[src/rtl/jt5205_pkg.sv]
// jt5205_pkg: MSM5205 ADPCM constants shared by the jt5205 encoder and decoder
// Contents: encoder FSM states, 49-entry step table, index adaptation, PCM and index limits.
package jt5205_pkg;
  typedef enum logic [2:0] {ST_IDLE, ST_Q2, ST_Q1, ST_Q0, ST_UPD} enc_state_t;
  localparam int IDX_MAX = 48;
  localparam int PCM_MIN = -2048;
  localparam int PCM_MAX = 2047;
  localparam logic [10:0] STEP_TBL [0:48] = '{
    11'd16,   11'd17,   11'd19,   11'd21,   11'd23,   11'd25,   11'd28,   11'd31,
    11'd34,   11'd37,   11'd41,   11'd45,   11'd50,   11'd55,   11'd60,   11'd66,
    11'd73,   11'd80,   11'd88,   11'd97,   11'd107,  11'd118,  11'd130,  11'd143,
    11'd157,  11'd173,  11'd190,  11'd209,  11'd230,  11'd253,  11'd279,  11'd307,
    11'd337,  11'd371,  11'd408,  11'd449,  11'd494,  11'd544,  11'd598,  11'd658,
    11'd724,  11'd796,  11'd876,  11'd963,  11'd1060, 11'd1166, 11'd1282, 11'd1411,
    11'd1552};
  localparam logic signed [4:0] IDX_ADJ [0:7] = '{
    -5'sd1, -5'sd1, -5'sd1, -5'sd1, 5'sd2, 5'sd4, 5'sd6, 5'sd8};
endpackage

[src/rtl/jt5205_enc_step.sv]
// jt5205_enc_step: combinational step-size ROM indexed by the adaptation index
// Ports: i_idx (6b step index, 0..48), o_step (11b step size).
module jt5205_enc_step
  import jt5205_pkg::*;
(
  input  logic [5:0]  i_idx,
  output logic [10:0] o_step
);
  // Indices beyond the table never occur; clamp so the ROM has no undefined entries.
  assign o_step = i_idx > 6'(IDX_MAX) ? STEP_TBL[IDX_MAX] : STEP_TBL[i_idx];
endmodule

[src/rtl/jt5205_enc.sv]
// jt5205_enc: MSM5205-compatible 4-bit ADPCM encoder, one bit-serial pass per sample
// Ports: clk, rst (sync active-high), cen (clock enable), restart (new stream),
//   din[11:0]/din_valid/din_ready (PCM in), dout[3:0]/dout_valid/dout_ready (code out).
// Option JT5205_ENC_RECON_EN adds recon[11:0] (decoder-reproduced sample) and step_idx[5:0].
module jt5205_enc
  import jt5205_pkg::*;
#(
  parameter int INIT_IDX = 0
) (
  input  logic        clk,
  input  logic        rst,
  input  logic        cen,
  input  logic        restart,
  input  logic [11:0] din,
  input  logic        din_valid,
  output logic        din_ready,
  output logic [3:0]  dout,
  output logic        dout_valid,
  input  logic        dout_ready
`ifdef JT5205_ENC_RECON_EN
  ,
  output logic signed [11:0] recon,
  output logic [5:0]         step_idx
`endif
);
  enc_state_t         r_state, w_state_nx;
  logic signed [11:0] r_pred, w_pred_nx;
  logic [5:0]         r_idx, w_idx_nx;
  logic [11:0]        r_mag, w_mag_in, w_thr, w_delta;
  logic [2:0]         r_bits;
  logic [3:0]         r_dout;
  logic               r_sign, r_dout_valid, w_hit, w_in_xfer, w_out_free, w_upd;
  logic [10:0]        w_step;
  logic [12:0]        w_diff;
  logic [13:0]        w_dext;
  logic signed [13:0] w_pred_sum;
  logic signed [6:0]  w_idx_sum;
  jt5205_enc_step u_step (.i_idx(r_idx), .o_step(w_step));
  always_comb begin
    din_ready  = r_state == ST_IDLE && !restart;
    w_in_xfer  = cen && din_valid && din_ready;
    w_out_free = !r_dout_valid || dout_ready;
    w_upd      = r_state == ST_UPD && w_out_free;
    w_diff     = {din[11], din} - {r_pred[11], r_pred};
    w_mag_in   = w_diff[12] ? ~w_diff[11:0] + 12'd1 : w_diff[11:0];
    w_thr      = r_state == ST_Q2 ? {1'b0, w_step} :
                 r_state == ST_Q1 ? {2'b0, w_step[10:1]} : {3'b0, w_step[10:2]};
    w_hit      = r_mag >= w_thr;
    // Reconstruction delta uses the truncated shifted steps, exactly as the decoder does.
    w_delta    = {4'b0, w_step[10:3]} + (r_bits[2] ? {1'b0, w_step} : 12'd0) +
                 (r_bits[1] ? {2'b0, w_step[10:1]} : 12'd0) + (r_bits[0] ? {3'b0, w_step[10:2]} : 12'd0);
    w_dext     = {2'b0, w_delta};
    w_pred_sum = {{2{r_pred[11]}}, r_pred} + (r_sign ? -w_dext : w_dext);
    w_pred_nx  = int'(w_pred_sum) < PCM_MIN ? 12'(PCM_MIN) :
                 int'(w_pred_sum) > PCM_MAX ? 12'(PCM_MAX) : w_pred_sum[11:0];
    w_idx_sum  = {1'b0, r_idx} + 7'(IDX_ADJ[r_bits]);
    w_idx_nx   = int'(w_idx_sum) < 0 ? 6'd0 : int'(w_idx_sum) > IDX_MAX ? 6'(IDX_MAX) : w_idx_sum[5:0];
  end
  always_comb begin
    w_state_nx = r_state;
    case (r_state)
      ST_IDLE: w_state_nx = w_in_xfer ? ST_Q2 : ST_IDLE;
      ST_Q2:   w_state_nx = ST_Q1;
      ST_Q1:   w_state_nx = ST_Q0;
      ST_Q0:   w_state_nx = ST_UPD;
      ST_UPD:  w_state_nx = w_out_free ? ST_IDLE : ST_UPD;
      default: w_state_nx = ST_IDLE;
    endcase
    if (restart) w_state_nx = ST_IDLE;
  end
  always_ff @(posedge clk) begin
    if (rst) begin
      r_state      <= ST_IDLE;
      r_pred       <= '0;
      r_idx        <= 6'(INIT_IDX);
      r_mag        <= '0;
      r_sign       <= 1'b0;
      r_bits       <= '0;
      r_dout       <= '0;
      r_dout_valid <= 1'b0;
    end else if (cen) begin
      r_state <= w_state_nx;
      if (r_dout_valid && dout_ready) r_dout_valid <= 1'b0;
      // Restart drops any in-flight sample but leaves a pending code in place.
      if (restart) begin
        r_pred <= '0;
        r_idx  <= 6'(INIT_IDX);
      end else if (w_in_xfer) begin
        r_sign <= w_diff[12];
        r_mag  <= w_mag_in;
        r_bits <= '0;
      end else if (r_state inside {ST_Q2, ST_Q1, ST_Q0}) begin
        r_bits <= {r_bits[1:0], w_hit};
        if (w_hit) r_mag <= r_mag - w_thr;
      end else if (w_upd) begin
        r_pred       <= w_pred_nx;
        r_idx        <= w_idx_nx;
        r_dout       <= {r_sign, r_bits};
        r_dout_valid <= 1'b1;
      end
    end
  end
  assign dout       = r_dout;
  assign dout_valid = r_dout_valid;
`ifdef JT5205_ENC_RECON_EN
  assign recon    = r_pred;
  assign step_idx = r_idx;
`endif
endmodule

[config.mk]
export PLATFORM = sky130hd
export DESIGN_NAME = jt5205_enc
export DESIGN_NICKNAME = d
export VERILOG_FILES = /design/src/rtl/jt5205_pkg.sv /design/src/rtl/jt5205_enc_step.sv /design/src/rtl/jt5205_enc.sv
export SDC_FILE = /design/constraint.sdc
export NUM_CORES = 1
export LEC_CHECK = 0
export BUFFER_PORTS_ARGS = -buffer_cell sky130_fd_sc_hd__buf_2
export CAP_MARGIN = 15
export CORE_MARGIN = 5
export CORE_UTILIZATION = 65
export DETAILED_ROUTE_END_ITERATION = 10
export MAX_ROUTING_LAYER = met4
export PLACE_DENSITY = 0.83
export SYNTH_ARGS = -nofsm -noshare
export SYNTH_HDL_FRONTEND = slang
export SYNTH_SLANG_ARGS = --single-unit
[constraint.sdc]
create_clock -name clk -period 21.8 [get_ports clk]
set_clock_uncertainty 0.05 [all_clocks]
set_input_delay 4.36 -clock clk [delete_from_list [all_inputs] [get_ports clk]]
set_output_delay 4.36 -clock clk [all_outputs]
set_load 0.03 [all_outputs]
==> qor.yml <==
die:
  die_y_um: 108
  io_pins: 24
  initial_core_util: 0.668
  dieArea_mm2: 0.0116
  core_area_mm2: 0.00928
  rows: 35
  fp.dieW_um: 108
critical_path:
  crit_path_end: "din_ready"
  cp-start-kind: "primary input"
  crit_type: "primary input to primary output"
  reg2reg_to: "r_pred[1]"
  path_max_fanout: 5
  arrival_ns: 4.87
  cp-end-kind: "primary output"
  r2r_cells: 28
  setup.worst_path.start: "restart"
  required_ns: 17.39
  timing.rr.start: "r_idx[3]"
  reg2reg_slack_ns: 12.62
grt:
  grt_pass1_wl_um: 25400
  track_usage: 0.269
  grt_remaining_overflow: 0
  grt_pass1_vias: 5599
  antenna_found_initial: 0
  grt_max_degree: 45
finish:
  mostFrequentLayoutCells: "94 x nor2_1, 77 x a21oi_1, 67 x inv_1, 67 x ha_1, 57 x nand2_1"
  layout_commonest_cell: "nor2_1"
  regArea_um2: 841
  diodes: 0
  nFillCells: 814
  drive_above_1_share: 0.0659
  fin_nets: 939
  multi_input_area_mm2: 0.00496
  final_core_util: 0.696
  syn2layout_area_growth_pct: 4.24
sta:
  relSlewSlack: 0.308
  finalSetupViolCount: 0
  fmax_mhz: 108
  worstMarginPinSlew_ns: 1.03
  fin_crit_sh: 0.425
  period_needed_ns: 9.28
  tns_ns: 0
  rsz0062_at_grt: "no"
  fin_ws_ns: 12.52
  finalHoldViolCount: 0
  slew_viol_final: 0
synthesis:
  yosysTopAreaCell: "dfxtp_1"
  syn_inst: 838
  synth.avg_cell_area_um2: 7.40
  yosys.cell_types.count: 68
  ys_seq_elements: 42
  synth_area_leaders: "dfxtp_1 14%, ha_1 14%, fa_1 6.8%"
  yosys_most_used_dff: "dfxtp_1"
  yosysWarnings: 0
  syn_area_mm2: 0.00620
  syn_nets: 944
  synth.top_cell.area_share: 0.136
  postSynth.asyncResetShare: 0
  seq_area_frac_synth: 0.136
  synth-edff-count: 0
power_and_ir_drop:
  vdd_drop_max_uv: 36.3
  p_leak_nw: 2.64
  power_density_mw_per_mm2: 34.0
clock_network:
  cts-resized-gates: 0
  insertion_delay_ns: 0.31
  tritoncts: "yes"
  numCtsBuffers: 5
  cts.sinks: 42
  cts_setup_buffers: 0
  clk_path_buf_depth: 2
  hold_buffers: 0
  cts_root_buffer: "clkbuf_8"
  htree_levels: 2
  clkTransAtPathRegs_ns: 0.09
placed_design:
  hpwl_um: 11700
  gp_congestion: 0.908
  pre_cts_ws_ns: 12.52
  port_buffers: 23
job:
  drv_cap: 0
drt:
  totalWireLength_um: 15000
  dr.pass1.iters: 4
  wl_per_cell_um: 15.6
  drtIter0Drc: 403
  drc_errors: 0
  vias: 5991
  ant_nets: 0
  via_per_inst: 6.22
status:
  status: "finished, final reports clean"
hold_path:
  hold_path.class: "flip-flop to flip-flop"
## kinds of logic after synthesis
family          count (synthesis)  share of synthesized area
flops                          42                      0.136
fa+ha+maj                      88                      0.203
xor+xnor                       55                     0.0777
mux                             9                     0.0186
buf+inv                       106                     0.0653
compound gates                258                      0.279
simple gates                  280                      0.221
## cell type report
class | instances | share of cell area
Inverter | 68 | 0.0395
Clock inverter | 3 | 0.00697
Sequential cell | 42 | 0.130
Tap cell | 129 | 0.0250
Clock buffer | 5 | 0.0106
Timing Repair Buffer | 26 | 0.0213
Multi-Input combinational cell | 690 | 0.767
## layer usage
metal,global-route usage,vias up,routed length (um),share of wire
met4,0.0685,0,235,0.016
met5,-,-,0,0
met2,0.451,129,7420,0.49
met3,0.0228,27,547,0.036
met1,0.351,2849,6810,0.45
li1,-,2986,-,-
## state kept, by name (all words and copies together) (netlist names)
| name | cells |
|---|---|
| dout | 4 |
| r_state | 3 |
| r_sign | 1 |
| dout_valid | 1 |
| r_pred | 12 |
| r_bits | 3 |
| r_mag | 12 |
| r_idx | 6 |
## critical path, stage by stage
cell    delay, ns
buf_2        0.12
nor4_1       0.14
buf_2        0.24
## how the worst min path moves through the flow
stage,from,end,slack [ns],cells past startpoint
after CTS,r_mag[0],r_mag[0],0.44,2
after detailed placement,r_mag[0],r_mag[0],0.42,2
final,r_mag[0],r_mag[0],0.43,2
after global placement,r_mag[0],r_mag[0],0.41,2
after floorplan,r_mag[0],r_mag[0],0.40,2
after global routing,r_mag[0],r_mag[0],0.47,2
## synth_stat cells (all sizes together) (2+ instances only)
master / instances
a32oi: 2
buf: 4
a21boi: 3
nand3: 12
nand2: 57
a22oi: 13
a21o: 12
or2: 5
nand2b: 14
a31oi: 10
or4: 6
and3: 5
o31ai: 6
nor3: 24
o21ai: 42
o22ai: 17
nand4: 4
a221oi: 2
a21oi: 77
o31a: 3
o2111a: 2
nor2b: 21
ha: 67
clkbuf: 34
nor4: 3
xnor2: 44
inv: 67
or3: 9
mux2i: 7
o21a: 8
dfxtp: 42
mux4: 2
o21bai: 5
fa: 21
nor3b: 3
nor2: 94
o41ai: 4
o211ai: 8
o2111ai: 3
xor2: 11
and2: 17
nand4b: 2
a311oi: 7
a211oi: 23
## metrics by stage
step           std cells  hold slack, ns  instance area (um2)  total power, mW
2_1_floorplan        838           0.396                 6200            0.141
3_3_place_gp         955           0.411                 6350            0.153
3_5_place_dp         955           0.424                 6350            0.155
4_1_cts              963           0.437                 6470            0.220
5_1_grt              963           0.471                 6470            0.234
6_report             963           0.432                 6470            0.220
## where the power goes
group	switching, mW	total [mW]	internal (mW)
clock	0.0312	0.0653	0.0341
combinational	0.0419	0.0729	0.0311
sequential	0.00263	0.0817	0.0791
Note: power is estimated with default switching activity, not from simulation.
